$ cat src/rtl/pipe_scroll_ctrl.sv
// ----------------------------------------------------------------------------
// pipe_scroll_ctrl
//
// Sequencer for the horizontal positions of the four pipe obstacles.
// On a start request it walks the initial-position ROM and loads every
// pipe's X, one pipe per cycle. On each frame tick it scrolls all four
// pipes left by SPEED pixels, one pipe per cycle, and wraps any pipe that
// would leave the screen back to the right by WRAP_SPAN pixels. Each wrap
// is reported so the gap-height generator can pick a new gap for that pipe.
//
// Ports:
//   i_clk          system clock
//   i_reset        synchronous, active-high reset
//   i_start        begins a (re)load from IDLE or HALT
//   i_frame_tick   one-cycle pulse per video frame
//   i_crash        one-cycle pulse, freezes scrolling
//   o_rom_addr     index into the initial-position ROM (0 outside LOAD)
//   i_rom_data     initial X returned by the ROM in the same cycle
//   o_pipe_x       packed X positions, pipe i at bits [10i+9:10i]
//   o_active       high while scrolling (RUN or UPDATE)
//   o_wrap_valid   one-cycle pulse, a pipe wrapped on the previous edge
//   o_wrap_idx     index of the wrapped pipe, valid with o_wrap_valid
//   o_overrun      sticky flag: a frame tick arrived while LOAD/UPDATE busy
// ----------------------------------------------------------------------------
module pipe_scroll_ctrl #(
    parameter int SPEED     = 2,
    parameter int WRAP_SPAN = 640
) (
    input  logic        i_clk,
    input  logic        i_reset,
    input  logic        i_start,
    input  logic        i_frame_tick,
    input  logic        i_crash,
    output logic [1:0]  o_rom_addr,
    input  logic [9:0]  i_rom_data,
    output logic [39:0] o_pipe_x,
    output logic        o_active,
    output logic        o_wrap_valid,
    output logic [1:0]  o_wrap_idx,
    output logic        o_overrun
);

    // Scroll step and the combined "jump right then step left" amount used
    // on a wrap. Both fit comfortably in 10 bits, and because a wrapping
    // pipe has x < SPEED the wrapped result never exceeds WRAP_SPAN - 1.
    localparam logic [9:0] L_SPEED    = 10'(SPEED);
    localparam logic [9:0] L_WRAP_ADD = 10'(WRAP_SPAN - SPEED);

    typedef enum logic [2:0] {
        IDLE,
        LOAD,
        RUN,
        UPDATE,
        HALT
    } state_t;

    state_t           r_state;
    state_t           w_nextState;
    logic [1:0]       r_idx;
    logic [3:0][9:0]  r_pipeX;
    logic             r_wrapValid;
    logic [1:0]       r_wrapIdx;
    logic             r_overrun;

    logic             w_inLoad;
    logic             w_inUpdate;
    logic             w_enterLoad;
    logic             w_lastIdx;
    logic [9:0]       w_curX;
    logic             w_wrap;
    logic [9:0]       w_nextX;

    // State register. Everything in this block falls back to IDLE on reset,
    // including a reset that lands in the middle of a load or an update.
    always_ff @(posedge i_clk) begin
        if (i_reset) begin
            r_state <= IDLE;
        end else begin
            r_state <= w_nextState;
        end
    end

    // Next-state logic. LOAD and UPDATE each walk the four pipes using the
    // shared index counter and leave once pipe 3 has been handled. crash has
    // priority over frame_tick in RUN, and it aborts an UPDATE after the pipe
    // being processed in that cycle has been written.
    always_comb begin
        w_nextState = r_state;
        w_lastIdx   = (r_idx == 2'd3);
        case (r_state)
            IDLE: begin
                if (i_start) begin
                    w_nextState = LOAD;
                end
            end
            LOAD: begin
                if (w_lastIdx) begin
                    w_nextState = RUN;
                end
            end
            RUN: begin
                if (i_crash) begin
                    w_nextState = HALT;
                end else if (i_frame_tick) begin
                    w_nextState = UPDATE;
                end
            end
            UPDATE: begin
                if (i_crash) begin
                    w_nextState = HALT;
                end else if (w_lastIdx) begin
                    w_nextState = RUN;
                end
            end
            HALT: begin
                if (i_start) begin
                    w_nextState = LOAD;
                end
            end
            default: begin
                w_nextState = IDLE;
            end
        endcase
    end

    // Decoded state flags and the per-pipe scroll arithmetic for the pipe
    // currently selected by the index counter.
    always_comb begin
        w_inLoad    = (r_state == LOAD);
        w_inUpdate  = (r_state == UPDATE);
        w_enterLoad = (w_nextState == LOAD) && (r_state != LOAD);
        w_curX      = r_pipeX[r_idx];
        w_wrap      = (w_curX < L_SPEED);
        w_nextX     = w_wrap ? (w_curX + L_WRAP_ADD) : (w_curX - L_SPEED);
    end

    // Index counter shared by LOAD and UPDATE. It only counts inside those
    // two states and sits at zero everywhere else, so every walk starts at
    // pipe 0 even after an UPDATE was cut short by a crash.
    always_ff @(posedge i_clk) begin
        if (i_reset) begin
            r_idx <= 2'd0;
        end else if (w_inLoad || w_inUpdate) begin
            r_idx <= r_idx + 2'd1;
        end else begin
            r_idx <= 2'd0;
        end
    end

    // Pipe position registers. LOAD copies the ROM word for the selected
    // pipe; UPDATE writes back the scrolled (or wrapped) position. In every
    // other state the positions simply hold, which is what freezes the
    // screen after a crash.
    always_ff @(posedge i_clk) begin
        if (i_reset) begin
            r_pipeX <= '0;
        end else if (w_inLoad) begin
            r_pipeX[r_idx] <= i_rom_data;
        end else if (w_inUpdate) begin
            r_pipeX[r_idx] <= w_nextX;
        end
    end

    // Wrap report. It is registered on the same edge that writes the wrapped
    // position, so the pulse appears in the following cycle alongside the
    // new X value and lasts exactly one cycle. The index is left holding its
    // last value between pulses.
    always_ff @(posedge i_clk) begin
        if (i_reset) begin
            r_wrapValid <= 1'b0;
            r_wrapIdx   <= 2'd0;
        end else begin
            r_wrapValid <= w_inUpdate && w_wrap;
            if (w_inUpdate && w_wrap) begin
                r_wrapIdx <= r_idx;
            end
        end
    end

    // Sticky overrun flag. A frame tick that arrives while the sequencer is
    // busy loading or updating is dropped and remembered here. Starting a
    // fresh load clears it; entering LOAD only happens from IDLE or HALT, so
    // the clear and set conditions can never coincide.
    always_ff @(posedge i_clk) begin
        if (i_reset) begin
            r_overrun <= 1'b0;
        end else if (w_enterLoad) begin
            r_overrun <= 1'b0;
        end else if (i_frame_tick && (w_inLoad || w_inUpdate)) begin
            r_overrun <= 1'b1;
        end
    end

    // Output drive. The ROM address is only meaningful during LOAD and is
    // parked at zero otherwise so the ROM sees a quiet bus.
    assign o_rom_addr   = w_inLoad ? r_idx : 2'd0;
    assign o_pipe_x     = r_pipeX;
    assign o_active     = (r_state == RUN) || (r_state == UPDATE);
    assign o_wrap_valid = r_wrapValid;
    assign o_wrap_idx   = r_wrapIdx;
    assign o_overrun    = r_overrun;

endmodule

$ cat config.mk
export PLATFORM = sky130hd
export DESIGN_NAME = pipe_scroll_ctrl
export DESIGN_NICKNAME = d
export VERILOG_FILES = /design/src/rtl/pipe_scroll_ctrl.sv
export SDC_FILE = /design/constraint.sdc
export NUM_CORES = 1
export LEC_CHECK = 0
export CAP_MARGIN = 20
export CELL_PAD_IN_SITES_DETAIL_PLACEMENT = 0
export CELL_PAD_IN_SITES_GLOBAL_PLACEMENT = 2
export CORE_MARGIN = 2
export CORE_UTILIZATION = 29
export DETAILED_ROUTE_END_ITERATION = 12
export GPL_TIMING_DRIVEN = 1
export PLACE_DENSITY_LB_ADDON = 0.08
export SYNTH_ARGS = -nofsm -noshare
export SYNTH_HDL_FRONTEND = slang
export SYNTH_SLANG_ARGS = --single-unit
$ cat constraint.sdc
create_clock -name i_clk -period 2.7 [get_ports i_clk]
set_clock_uncertainty 0.15 [all_clocks]
set_input_delay 0.54 -clock i_clk [delete_from_list [all_inputs] [get_ports i_clk]]
set_output_delay 0.54 -clock i_clk [all_outputs]
set_load 0.02 [all_outputs]
==> flow_summary.toml <==
[run_status]
outcome = "finished, final reports clean"

[sta]
finalHoldViolCount = 0
fin_crit_sh = 0.9010
setup_ws_ps = 267.3
worst-slew-pin-transition_ps = 787.3
finalMaxSlewViolations = 0
setup_violations = 0
setup-tns-final_ps = 0
fmax_mhz = 411.1
rsz0062_at_grt = "no"
relSlewSlack = 0.4751
whs_ps = 333.6
min_period_ps = 2433

[placement]
hpwl_mm = 5.767
gp_congestion = 0.8046
dp.cells = 453
post-place-ws_ps = 246.4
port_buffers = 61

[yosys]
yosysSeqAreaShare = 0.3918
synthFlopType = "dfxtp_1"
syn_nets = 311
ys_warn_count = 0
synth_cells = 291
syn-cell-area_um2 = 2504
yosys_register_bits = 49
syn_avg_cell_area_um2 = 8.604
synth_enable_flop_cells = 0
ys_types = 40
synth-async-reset-ratio = 0

[global_route]
antenna_found_initial = 0
grt.busiest_layer = "met2"
grt.met3_usage = 0.02818
grt_pass1_vias = 2309
grt_pass1_wl_mm = 12.92
use_met2 = 0.2853
grt_max_degree = 42
grt.met1_usage = 0.2366
gr-usage-all-layers = 0.1719
overflow = 0

[setup_path]
cp.required_ps = 2770
startpoint_type = "flip-flop"
cp_cell_sequence = "buf_4, mux4_2, inv_1, ha_1, buf_4, o2111a_1, o21ai_1, a311oi_1"
cp.arrival_ps = 2500
r2r_slack_ps = 270
path_common_cell = "buf_4"
cp_slowest_cell = "mux4_2"
cp_max_fo = 5
cp_num_buf_inv = 3
critical_path_class = "reg -> reg"
r2r_start = "r_idx[1]$_SDFF_PP0_"
reg2reg_depth = 8
cpPeakStageDelay_ps = 580
end_kind = "flip-flop"
critPathTopFamily = "compound AO/OA/AOI/OAI gates"
r2r_end = "o_pipe_x[29]$_SDFFE_PP0P_"

[clocking]
htree_levels = 2
path_clk_slew_ps = 100
post_cts_buffers = 0
cts-root-buf = "clkbuf_8"
clockBufferDepth = 2
clock_sinks = 49
cts_made_buffers = 5
clk_latency_ps = 300
ctsHoldBuffers = 0
tritoncts = "done"

[final_layout]
syn2layout_area_growth_pct = 36.33
fill_cells = 867
final_common_cell = "clkdlybuf4s50_1"
nets = 375
layout.cells.non_filler = 461
finish.utilization = 0.4113
layout-drive-gt1-share = 0.1236
n_antenna_cell = 0
final_cell_mix = "clkdlybuf4s50_1 (58), nand2_1 (50), dfxtp_1 (48), nor2_1 (33), a21oi_1 (30)"

[floorplanning]
rows = 33
start_util = 0.3017
die_w_um = 96.92
coreArea_um2 = 8299
dieArea_um2 = 9393
ios = 62
die_h_um = 96.92

[detailed_routing]
drtIter0Drc = 103
vias = 2332
drcViolationCount = 0
dr.pass1.iters = 4
ant_nets = 0
detail_route.wirelength_mm = 8.031
wl_per_cell_um = 17.42
vias_per_cell = 5.059

[pwr]
switching_share = 0.2949
combPwrFrac = 0.237
vdd.ir_drop.worst_v = 0.0002513
p_per_area_nw_per_um2 = 509.3
p_int_uw = 1226
pwr-share-clk = 0.322
pwr-share-seq = 0.440
p_switching_uw = 512.6
power_leakage_uw = 0.001188

[flow_run]
maxCapViolCount = 0

[worst_hold_path]
whs_endpoint = "o_pipe_x[33]$_SDFFE_PP0P_"
hold_path_depth = 2
hold_path.class = "reg -> reg"
hp-start = "o_pipe_x[33]$_SDFFE_PP0P_"
-- registers in the layout, indices dropped and copies added (netlist names) --
| name | count |
|---|---|
| o_overrun | 1 |
| o_pipe_x | 40 |
| o_wrap_idx | 2 |
| o_wrap_valid | 1 |
| r_idx | 2 |
| r_state | 3 |
-- power by group through the flow --
| stage | Combinational [uW] | Sequential, uW | Clock (uW) |
|---|---|---|---|
| 3_3_place_gp | 411 | 783 | 0 |
| 4_1_cts | 412 | 765 | 579 |
| 5_1_grt | 450 | 770 | 607 |
| 3_5_place_dp | 410 | 782 | 0 |
| 6_report | 413 | 765 | 560 |
| 2_1_floorplan | 237 | 803 | 0 |
-- stage by stage --
step	cell area, um2	total power [uW]
2_1_floorplan	2504	1040
6_report	3413	1738
3_5_place_dp	3286	1192
3_3_place_gp	3286	1195
4_1_cts	3403	1756
5_1_grt	3413	1826
-- synth_stat cells, types with 5 or more instances --
| library cell | count | area share |
|---|---|---|
| mux4_2 | 10 | 0.090 |
| o21ai_1 | 5 | 0.010 |
| nor2_1 | 33 | 0.049 |
| clkbuf_1 | 16 | 0.024 |
| nand2_1 | 50 | 0.075 |
| and2_1 | 5 | 0.012 |
| nor3b_1 | 7 | 0.021 |
| dfxtp_1 | 49 | 0.39 |
| nand3b_1 | 5 | 0.015 |
| nand3_1 | 8 | 0.016 |
| ha_1 | 5 | 0.025 |
| inv_1 | 7 | 0.010 |
| a21oi_1 | 30 | 0.060 |
| a31oi_1 | 6 | 0.015 |
| a211oi_1 | 5 | 0.015 |
| mux2i_1 | 5 | 0.020 |
-- worst max-delay path by stage --
stage	slack (ps)	from	to	depth (start not counted)
final	270	r_idx[1]$_SDFF_PP0_	o_pipe_x[29]$_SDFFE_PP0P_	8
after floorplan	260	r_idx[1]$_SDFF_PP0_	o_pipe_x[15]$_SDFFE_PP0P_	8
after detailed placement	250	r_idx[1]$_SDFF_PP0_	o_pipe_x[25]$_SDFFE_PP0P_	8
after global placement	280	r_idx[1]$_SDFF_PP0_	o_pipe_x[25]$_SDFFE_PP0P_	8
after CTS	40	r_state[2]$_SDFF_PP0_	o_rom_addr[1]	3
after global routing	50	r_idx[1]$_SDFF_PP0_	o_pipe_x[5]$_SDFFE_PP0P_	8
-- repair_timing --
action                                  4_1_cts  5_1_grt
endpoints found under the setup margin        1        4
resized for setup                             1        4
pin swaps                                     0        0
-- logic make-up after synthesis --
family / count (synthesis) / share of synthesized area
AO/OA/AOI/OAI: 67 / 0.1709
XOR/XNOR: 3 / 0.01050
adder cells (fa/ha/maj): 5 / 0.02499
buffers and inverters: 28 / 0.04548
flip-flops: 49 / 0.3918
multiplexers: 15 / 0.1099
AND/OR/NAND/NOR: 124 / 0.2464
-- worst min-delay path: cells and delay by family (launching register included) --
kind	cells	cell delay [ps]
and+or+nand+nor	1	60
AOI/OAI and AO/OA	1	50
DFF	1	340
-- metal layers --
layer | share of wire | wire [um] | up-vias
met5 | 0 | 0 | -
met1 | 0.49 | 3942 | 1108
met3 | 0.037 | 294 | 4
met2 | 0.46 | 3726 | 57
li1 | - | - | 1163
met4 | 0.0085 | 68 | 0
-- cell type report --
type	count	area, um2	area share
clock buffers	7	86.33	0.02529
clock inverters	1	30.03	0.008798
inverters	7	26.28	0.007698
multi-input cells	214	1419	0.4157
flip-flops and latches	49	982.2	0.2878
well taps	105	131.4	0.03849
repair buffers	78	738.2	0.2163
(Power assumes the default switching activity.)
